`src/rtl/decimal_key_scheduler_pkg.sv`:
```
// Shared constants, types and arbitration helpers for the decimal key scheduler.
package decimal_sched_pkg;

  localparam int unsigned NUM_DIGITS = 10;
  localparam int unsigned BCD_W      = 4;
  localparam int unsigned PTR_W      = 4;

  typedef logic [NUM_DIGITS-1:0] key_vec_t;
  typedef logic [BCD_W-1:0]      bcd_t;
  typedef logic [PTR_W-1:0]      rr_ptr_t;

  // Advance a round-robin index, wrapping 9 -> 0.
  function automatic rr_ptr_t ptr_inc(input rr_ptr_t p);
    return (p == PTR_W'(NUM_DIGITS - 1)) ? '0 : p + PTR_W'(1);
  endfunction

  // First set request at or after ptr (wrapping), returned as a one-hot vector.
  function automatic key_vec_t rr_pick(input key_vec_t req, input rr_ptr_t ptr);
    key_vec_t gnt;
    rr_ptr_t  idx;
    logic     found;
    gnt   = '0;
    idx   = ptr;
    found = 1'b0;
    for (int unsigned k = 0; k < NUM_DIGITS; k++) begin
      if (!found && req[idx]) begin
        gnt[idx] = 1'b1;
        found    = 1'b1;
      end
      idx = ptr_inc(idx);
    end
    return gnt;
  endfunction

endpackage

```
`src/rtl/decimal_key_scheduler_if.sv`:
```
// Digit stream between the scheduler FIFO and its consumer.
interface decimal_key_scheduler_if;
  import decimal_sched_pkg::*;

  bcd_t digit_out;
  logic digit_valid;
  logic digit_ready;

  modport master (output digit_out, output digit_valid, input digit_ready);
  modport slave  (input digit_out, input digit_valid, output digit_ready);
endinterface

```
`src/rtl/decimal_key_scheduler_enc.sv`:
```
// Combinational 10-bit one-hot to BCD encoder; all-zero input gives 0.
module onehot10_bcd_enc
  import decimal_sched_pkg::*;
(
  input  key_vec_t onehot,
  output bcd_t     bcd_c
);

  // OR-reduce the index of the set bit; input is one-hot or zero.
  always_comb begin
    bcd_c = '0;
    for (int unsigned i = 0; i < NUM_DIGITS; i++) begin
      if (onehot[i]) begin
        bcd_c = bcd_c | BCD_W'(i);
      end
    end
  end

endmodule

```
`src/rtl/decimal_key_scheduler.sv`:
```
// Serialises ten decimal key lines into a round-robin ordered BCD digit stream.
module decimal_key_scheduler
  import decimal_sched_pkg::*;
#(
  parameter int unsigned DEPTH = 4
)
(
  input  logic                         clk,
  input  logic                         rst_n,
  input  key_vec_t                     key_in,
  input  logic                         clear_ovf,
  decimal_key_scheduler_if.master      dig,
  output key_vec_t                     pending,
  output logic [$clog2(DEPTH+1)-1:0]   fifo_count,
  output logic                         overflow
);

  localparam int unsigned CNT_W = $clog2(DEPTH + 1);
  localparam int unsigned AW    = $clog2(DEPTH);

  key_vec_t          sync1;
  key_vec_t          sync_s;
  key_vec_t          prev;
  rr_ptr_t           ptr;
  bcd_t              mem [DEPTH];
  logic [AW-1:0]     rd_ptr;
  logic [AW-1:0]     wr_ptr;

  key_vec_t          rise_c;
  key_vec_t          grant_c;
  key_vec_t          pending_next_c;
  logic              pop_c;
  logic              push_c;
  logic              push_ok_c;
  logic              ovf_set_c;
  bcd_t              enc_c;
  bcd_t              head_next_c;
  logic [AW-1:0]     rd_ptr_next_c;
  logic [AW-1:0]     wr_ptr_next_c;
  logic [CNT_W-1:0]  count_next_c;

  onehot10_bcd_enc u_enc (
    .onehot (grant_c),
    .bcd_c  (enc_c)
  );

  // Edge detect, arbitration gated on FIFO space, pending and overflow next-state.
  always_comb begin
    rise_c         = sync_s & ~prev;
    pop_c          = dig.digit_valid && dig.digit_ready;
    push_ok_c      = (fifo_count < CNT_W'(DEPTH)) || pop_c;
    grant_c        = push_ok_c ? rr_pick(pending, ptr) : '0;
    push_c         = |grant_c;
    pending_next_c = (pending & ~grant_c) | rise_c;
    ovf_set_c      = |(rise_c & pending & ~grant_c);
  end

  // FIFO pointer/count next-state and the head value to present after this edge.
  always_comb begin
    rd_ptr_next_c = pop_c  ? rd_ptr + AW'(1) : rd_ptr;
    wr_ptr_next_c = push_c ? wr_ptr + AW'(1) : wr_ptr;
    count_next_c  = fifo_count;
    if (push_c && !pop_c) begin
      count_next_c = fifo_count + CNT_W'(1);
    end else if (!push_c && pop_c) begin
      count_next_c = fifo_count - CNT_W'(1);
    end
    head_next_c = '0;
    if (count_next_c != '0) begin
      // The head slot is being written this cycle only when the FIFO drains to it.
      if (push_c && (rd_ptr_next_c == wr_ptr)) begin
        head_next_c = enc_c;
      end else begin
        head_next_c = mem[rd_ptr_next_c];
      end
    end
  end

  // Key synchroniser, previous level, pending set, RR pointer and sticky overflow.
  always_ff @(posedge clk or negedge rst_n) begin
    if (!rst_n) begin
      sync1    <= '0;
      sync_s   <= '0;
      prev     <= '0;
      pending  <= '0;
      ptr      <= '0;
      overflow <= 1'b0;
    end else begin
      sync1   <= key_in;
      sync_s  <= sync1;
      prev    <= sync_s;
      pending <= pending_next_c;
      if (push_c) begin
        ptr <= ptr_inc(rr_ptr_t'(enc_c));
      end
      if (ovf_set_c) begin
        overflow <= 1'b1;
      end else if (clear_ovf) begin
        overflow <= 1'b0;
      end
    end
  end

  // FIFO storage, pointers and occupancy.
  always_ff @(posedge clk or negedge rst_n) begin
    if (!rst_n) begin
      for (int unsigned i = 0; i < DEPTH; i++) begin
        mem[i] <= '0;
      end
      rd_ptr     <= '0;
      wr_ptr     <= '0;
      fifo_count <= '0;
    end else begin
      if (push_c) begin
        mem[wr_ptr] <= enc_c;
      end
      rd_ptr     <= rd_ptr_next_c;
      wr_ptr     <= wr_ptr_next_c;
      fifo_count <= count_next_c;
    end
  end

  // Registered first-word-fall-through head and valid flag.
  always_ff @(posedge clk or negedge rst_n) begin
    if (!rst_n) begin
      dig.digit_out   <= '0;
      dig.digit_valid <= 1'b0;
    end else begin
      dig.digit_out   <= head_next_c;
      dig.digit_valid <= (count_next_c != '0);
    end
  end

endmodule

```
`src/flat_wrapper.sv`:
```
// flat-port wrapper written by rule: the top's interface ports become plain ports
module decimal_key_scheduler_flat import decimal_sched_pkg::*;
#(
  parameter int unsigned DEPTH = 4
)
  (clk, rst_n, key_in, clear_ovf, pending, fifo_count, overflow, dig_digit_out, dig_digit_valid, dig_digit_ready);
  decimal_key_scheduler_if dig_i ();
  input  logic clk;
  input  logic rst_n;
  input  key_vec_t key_in;
  input  logic clear_ovf;
  output key_vec_t pending;
  output logic [$clog2(DEPTH+1)-1:0] fifo_count;
  output logic overflow;
  output wire logic [$bits(dig_i.digit_out)-1:0] dig_digit_out;
  output wire logic [$bits(dig_i.digit_valid)-1:0] dig_digit_valid;
  input wire logic [$bits(dig_i.digit_ready)-1:0] dig_digit_ready;
  assign dig_digit_out = dig_i.digit_out;
  assign dig_digit_valid = dig_i.digit_valid;
  assign dig_i.digit_ready = dig_digit_ready;
  decimal_key_scheduler #(.DEPTH(DEPTH)) u_core (.clk(clk), .rst_n(rst_n), .key_in(key_in), .clear_ovf(clear_ovf), .dig(dig_i), .pending(pending), .fifo_count(fifo_count), .overflow(overflow));
endmodule
```
`config.mk`:
```
export PLATFORM = sky130hd
export DESIGN_NAME = decimal_key_scheduler_flat
export DESIGN_NICKNAME = d
export VERILOG_FILES = /design/src/rtl/decimal_key_scheduler_pkg.sv /design/src/rtl/decimal_key_scheduler_if.sv /design/src/rtl/decimal_key_scheduler_enc.sv /design/src/rtl/decimal_key_scheduler.sv /design/src/flat_wrapper.sv
export SDC_FILE = /design/constraint.sdc
export NUM_CORES = 1
export LEC_CHECK = 0
export CORE_MARGIN = 2
export CORE_UTILIZATION = 45
export DETAILED_ROUTE_END_ITERATION = 8
export PLACE_DENSITY_LB_ADDON = 0.2
export SKIP_CTS_REPAIR_TIMING = 1
export SYNTH_ARGS = -nofsm -noshare
export SYNTH_HDL_FRONTEND = slang
export SYNTH_SLANG_ARGS = --single-unit
export TNS_END_PERCENT = 5
```
`constraint.sdc`:
```
create_clock -name clk -period 8.3 [get_ports clk]
set_input_delay 2.075 -clock clk [delete_from_list [all_inputs] [get_ports clk]]
set_output_delay 2.075 -clock clk [all_outputs]
set_load 0.005 [all_outputs]
```
Word level (Yosys, flattened, before mapping)
Cells that the tools add are included.

storage, ports and cells
  bits in registers = 73
  output and inout port bits = 19
  word-level logic and storage cells = 214

cells by class
  add/sub/neg operators = 14
  $lt $le $gt $ge = 24
  equal/unequal tests = 11
  mux-type cells = 92
  bitwise operators = 18
  reductions and logical operators = 40

operators with widths
  operator               number
  $mux W10               11
  $or A10 B10 Y10        10
  $mux W4                17
  $lt A4 B5 Y1 const B   10
  $add A4 B1 Y4 const B  10
  $and A10 B10 Y10       4
  $bmux W1 S4            10
  $demux W1 S4           10
  $eq A4 B4 Y1 const B   10
  $ge A4 B1 Y1 const B   10
  $mux W1                32
  $logic_and A1 B1 Y1    24
  $not A10 Y10           2
  $reduce_or A10 Y1      2
  $mux W3                6
  $bwmux W16             1
  $logic_not A1 Y1       11
  $bmux W4 S2            1
  $demux W4 S2           1
  $ge A3 B3 Y1 const B   2
  $mux W2                3
  $not A2 Y3             2
  $add A2 B1 Y2 const B  2
  $add A3 B1 Y3 const B  1
  7 further kinds        7

Longest topological paths before layout
  word-level depth = 42
  gate-level depth with buffers = 18
  gate-level depth less buffers = 12

Modules after synthesis
From an unflattened synthesis, not the netlist that was laid out.

unflattened totals
  cells, all modules = 643
  area, all modules = 5997.0 um^2

by module, submodules not included
  module                 times used  cells an instance  area each (um^2)  sequential area each (um^2)
  decimal_key_scheduler  1           636                5963.2            1826.8
  onehot10_bcd_enc       1           7                  33.8              0.0

Worst setup path after synthesis
OpenSTA, ideal clock, no wires.

  kind = input to register
  from = in dig_digit_ready
  to = reg u_core.dig.digit_out[0]
  data arrival time = 3938 ps
  required time = 8170 ps
  setup slack = 4233 ps
  stages = 8
  path buffers = 1
  path through = and2_1 -> clkbuf_1 -> xnor2_1 -> mux4_2 -> nand3_1 -> o21ai_0 -> o211ai_1 -> o22ai_1

on the way
  longest elaborated chain between the ends = 14

ends and longest elaborated chain
  item                             line                             text
  start: declaration               flat_wrapper.sv:17               input wire logic [$bits(dig_i.digit_ready)-1:0] dig_digit_ready;
  $logic_and A1 B1 Y1 (*)          decimal_key_scheduler.sv:50      pop_c = dig.digit_valid && dig.digit_ready;
  $logic_or A1 B1 Y1               decimal_key_scheduler.sv:51      push_ok_c = (fifo_count < CNT_W'(DEPTH)) || pop_c;
  $mux W10                         decimal_key_scheduler.sv:52      grant_c = push_ok_c ? rr_pick(pending, ptr) : '0;
  $mux W1                          decimal_key_scheduler_enc.sv:13  if (onehot[i]) begin
  $mux W2 (2 in a row)             decimal_key_scheduler_enc.sv:13
  $mux W3 (4 in a row)             decimal_key_scheduler_enc.sv:13
  $mux W4 (2 in a row)             decimal_key_scheduler_enc.sv:13
  $mux W4                          decimal_key_scheduler.sv:71      if (push_c && (rd_ptr_next_c == wr_ptr)) begin
  $mux W4 (*)                      decimal_key_scheduler.sv:69      if (count_next_c != '0) begin
  named net u_core.head_next_c[0]  decimal_key_scheduler.sv:37      bcd_t head_next_c;
  end signal: assignment           decimal_key_scheduler.sv:129     dig.digit_out <= head_next_c;
  end: declaration                 decimal_key_scheduler_if.sv:9    modport master (output digit_out, output digit_valid, input digit_ready);

The timed path passes the listed nets; every way through them passes the cells marked *. The select of a mux whose other input is x is not followed.
A chain may end at the register's enable or synchronous reset.

Worst setup path after layout
  from = reg u_core.ptr[0]
  to = reg u_core.dig.digit_out[3]

on the way
  longest elaborated chain between the ends = 38

ends and longest elaborated chain
  item                                                    line                             text
  start: declaration                                      decimal_key_scheduler.sv:24      rr_ptr_t ptr;
  start signal: assignment                                decimal_key_scheduler.sv:94      ptr <= ptr_inc(rr_ptr_t'(enc_c));
  branches (longest 29 deep; another with $add A4 B1 Y4)  -
  $mux W10 (*)                                            decimal_key_scheduler_pkg.sv:26  if (!found && req[idx]) begin
  $mux W10 (*)                                            decimal_key_scheduler.sv:52
  $reduce_or A10 Y1                                       decimal_key_scheduler.sv:53      push_c = |grant_c;
  $logic_not A1 Y1                                        decimal_key_scheduler.sv:65      end else if (!push_c && pop_c) begin
  $logic_and A1 B1 Y1                                     decimal_key_scheduler.sv:65
  $mux W3                                                 decimal_key_scheduler.sv:65
  $mux W3                                                 decimal_key_scheduler.sv:63      if (push_c && !pop_c) begin
  $reduce_bool A3 Y1                                      decimal_key_scheduler.sv:69
  $mux W4 (*)                                             decimal_key_scheduler.sv:69
  named net u_core.head_next_c[3]                         decimal_key_scheduler.sv:37

Mark *: on every way through the listed nets, which the timed path passes. The select of a mux whose other input is x is not followed.

==> run_results.csv <==
group,metric,value,unit
grt,overflow,0,
finish,final-seq-area,1830,µm²
cts,clockBufferDepth,2,
finish,drive_gt1_frac,0.107,
setup_path,setup.worst_path.start_class,"flip-flop",
floorplan,fp.dieW,116,µm
sta,drv_slew,0,
synthesis,synth_edf_count,0,
cts,htree_levels,3,
setup_path,end_kind,"flip-flop",
cts,worstSkewPairLatency,340,ps
cts,cts_tree,"yes",
setup_path,cpPeakStageDelay,780,ps
grt,antenna_found_initial,0,
detailed_routing,postRouteAntennaNets,0,
cts,path_clk_slew,60,ps
cts,cts_buffers,9,
synthesis,syn_nets,656,
synthesis,synth-main-ff-cell,"dfrtp_1",
finish,antenna_cells,0,
setup_path,r2r_setup_slack,2420,ps
finish,area_growth,10.8,%
sta,final_hold_viol_count,0,
floorplan,rows,40,
floorplan,initial_utilization,0.465,
finish,fin_nets,662,
outcome,status,"finished, final reports clean",
detailed_routing,wl_per_cell,21.7,µm
grt,grt_pass1_vias,5280,
detailed_routing,dr.first_iter.drc_count,581,
setup_path,cp_slowest_cell,"dfrtp_1",
detailed_routing,dr_total_vias,5414,
worst_hold_path,hold_depth,0,
detailed_routing,via_per_inst,6.64,
place,numPortBuffers,32,
setup_path,crit_cells,13,
worst_hold_path,hold_class,"reg2reg",
floorplan,die_h,116,µm
sta,timing.final.crit_share,0.708,
finish,n_fill_cell,1152,
floorplan,design.portCount,33,
sta,min_period,5880,ps
floorplan,core_region_area,12100,µm²
floorplan,die_area,13400,µm²
setup_path,cp_data_required_time,8540,ps
grt,grt_max_degree,74,
setup_path,crit_buf_inv,1,
sta,rsz0062_at_grt,"no",
setup_path,crit_chain,"buf_4 > mux2_2 > a222oi_1 > nand2_1 > mux2i_1 > a41oi_1 > nand2_1 > a311oi_1 > and3_1 > a21oi_4 > nor2_2 > mux2_2 > o21ai_0",
sta,maxSlewHeadroom,0.368,
detailed_routing,wl,17700,µm
sta,tns,0,ps
synthesis,ys_types,96,
sta,worst_pin_slew,940,ps
synthesis,ys_seq_area_frac,0.324,
detailed_routing,drc,0,
grt,grt_first_pass_wirelength,28200,µm
setup_path,cp.arrival,6110,ps
sta,setup-violations-final,0,
setup_path,critPathMaxFanout,30,
detailed_routing,dr.pass1.iters,6,
synthesis,synthArstFlopShare,1.00,
setup_path,crit_family,"compound AO/OA/AOI/OAI gates",
sta,finClkSkew,8.36,ps
synthesis,syn_area,5630,µm²
setup_path,worstSetupPathType,"reg2reg",
sta,clock.fmax,170,MHz
place,gp_congestion,1.06,
job,drv_cap,0,
synthesis,ys_ff_latch,73,
setup_path,ff2ff_path_depth,13,
synthesis,synthesis.instances,636,
synthesis,syn-mean-instance-area,8.85,µm²
synthesis,synth_warnings,0,
cts,clkSinkCount,73,
finish,multi_input_area,3420,µm²
cts,cts_root_buf,"clkbuf_16",
place,hpwl,12800,µm
grt,grtUsageTotal,0.272,
==> worst register-to-register path: stages, from the launching register on <==
cell and delay, ps:
dfrtp_1 780, buf_4 440, mux2_2 410, a222oi_1 760, nand2_1 640, mux2i_1 250, a41oi_1 290, nand2_1 120
a311oi_1 590, and3_1 460, a21oi_4 140, nor2_2 280, mux2_2 420, o21ai_0 220
==> cells by family (layout without fill, tap and decap cells) <==
family,Yosys count,in the layout,share of synthesized area
AO/OA/AOI/OAI,196,196,0.266
AND/OR/NAND/NOR,252,252,0.236
flip-flops,73,73,0.324
XOR/XNOR,10,10,0.0202
adder cells (fa/ha/maj),7,7,0.0153
buffers and inverters,65,76,0.0678
multiplexers,33,33,0.0707
==> routing by layer <==
metal / wire length (µm) / vias to the layer above / track usage
li1: - / 2439 / -
met1: 6830 / 2587 / 0.328
met2: 8550 / 320 / 0.454
met3: 1400 / 68 / 0.0518
met4: 907 / 0 / 0.158
met5: 0 / - / 0
==> final cells by class <==
| class | instances | area share |
|---|---|---|
| Clock buffer | 11 | 0.0405 |
| Clock inverter | 5 | 0.0138 |
| Inverter | 24 | 0.0144 |
| Multi-Input combinational cell | 498 | 0.549 |
| Sequential cell | 73 | 0.293 |
| Tap cell | 168 | 0.0337 |
| Timing Repair Buffer | 36 | 0.0558 |
==> metrics by stage <==
step           setup slack [ps]   util  hold slack (ps)  area, µm²  cells
6_report                   2420  0.515              345       6240    815
5_1_grt                    2090  0.515              350       6240    815
4_1_cts                    2670  0.515              347       6240    815
3_5_place_dp               2740  0.487              335       5900    799
3_3_place_gp               2680  0.487              331       5900    799
2_1_floorplan              4230      -              331       5630    636
==> synth_stat cells, types with 10 or more instances <==
master | instances | share of area
mux2i_1 | 15 | 0.027
nor3_1 | 22 | 0.020
o22ai_1 | 10 | 0.011
buf_6 | 15 | 0.030
nand2_1 | 59 | 0.039
a22o_1 | 11 | 0.017
nand2b_1 | 13 | 0.014
mux2_2 | 14 | 0.028
a21oi_1 | 22 | 0.020
clkbuf_1 | 18 | 0.012
nand3_1 | 29 | 0.026
dfrtp_1 | 73 | 0.32
nor2_1 | 49 | 0.033
inv_1 | 24 | 0.016
a31oi_1 | 17 | 0.019
o21ai_0 | 37 | 0.033
==> sequential cells by signal (all words and copies together), names as in the netlist <==
signal and count:
u_core.dig.digit_valid 1, u_core.dig.digit_out 4, u_core.mem 16, u_core.overflow 1, u_core.sync1 10, u_core.ptr 4, u_core.rd_ptr 2, u_core.wr_ptr 2
u_core.pending 10, u_core.prev 10, u_core.sync_s 10, u_core.fifo_count 3
==> final timing paths <==
kind	start	to
worst max register to register	u_core.ptr[0]	u_core.dig.digit_out[3]
min in group asynchronous	rst_n	u_core.sync1[7]
worst min register to register	u_core.sync1[4]	u_core.sync_s[4]
worst min-delay path	u_core.sync1[4]	u_core.sync_s[4]
worst max-delay path	u_core.ptr[0]	u_core.dig.digit_out[3]
max in group asynchronous	rst_n	u_core.fifo_count[0]
==> layout by cell type, fill, tap and decap left out, types with 10 or more instances in the layout <==
| cell type | n |
|---|---|
| nor3_1 | 22 |
| o21ai_0 | 37 |
| mux2i_1 | 15 |
| a22o_1 | 11 |
| clkdlybuf4s50_1 | 31 |
| nand2b_1 | 13 |
| mux2_2 | 14 |
| nand3_1 | 29 |
| inv_1 | 24 |
| a31oi_1 | 17 |
| a21oi_1 | 22 |
| dfrtp_1 | 73 |
| o22ai_1 | 10 |
| nor2_1 | 49 |
| nand2_1 | 59 |
Power is not shown: default switching activity piles up to over one toggle a cycle in this logic, so the estimate is an artifact.
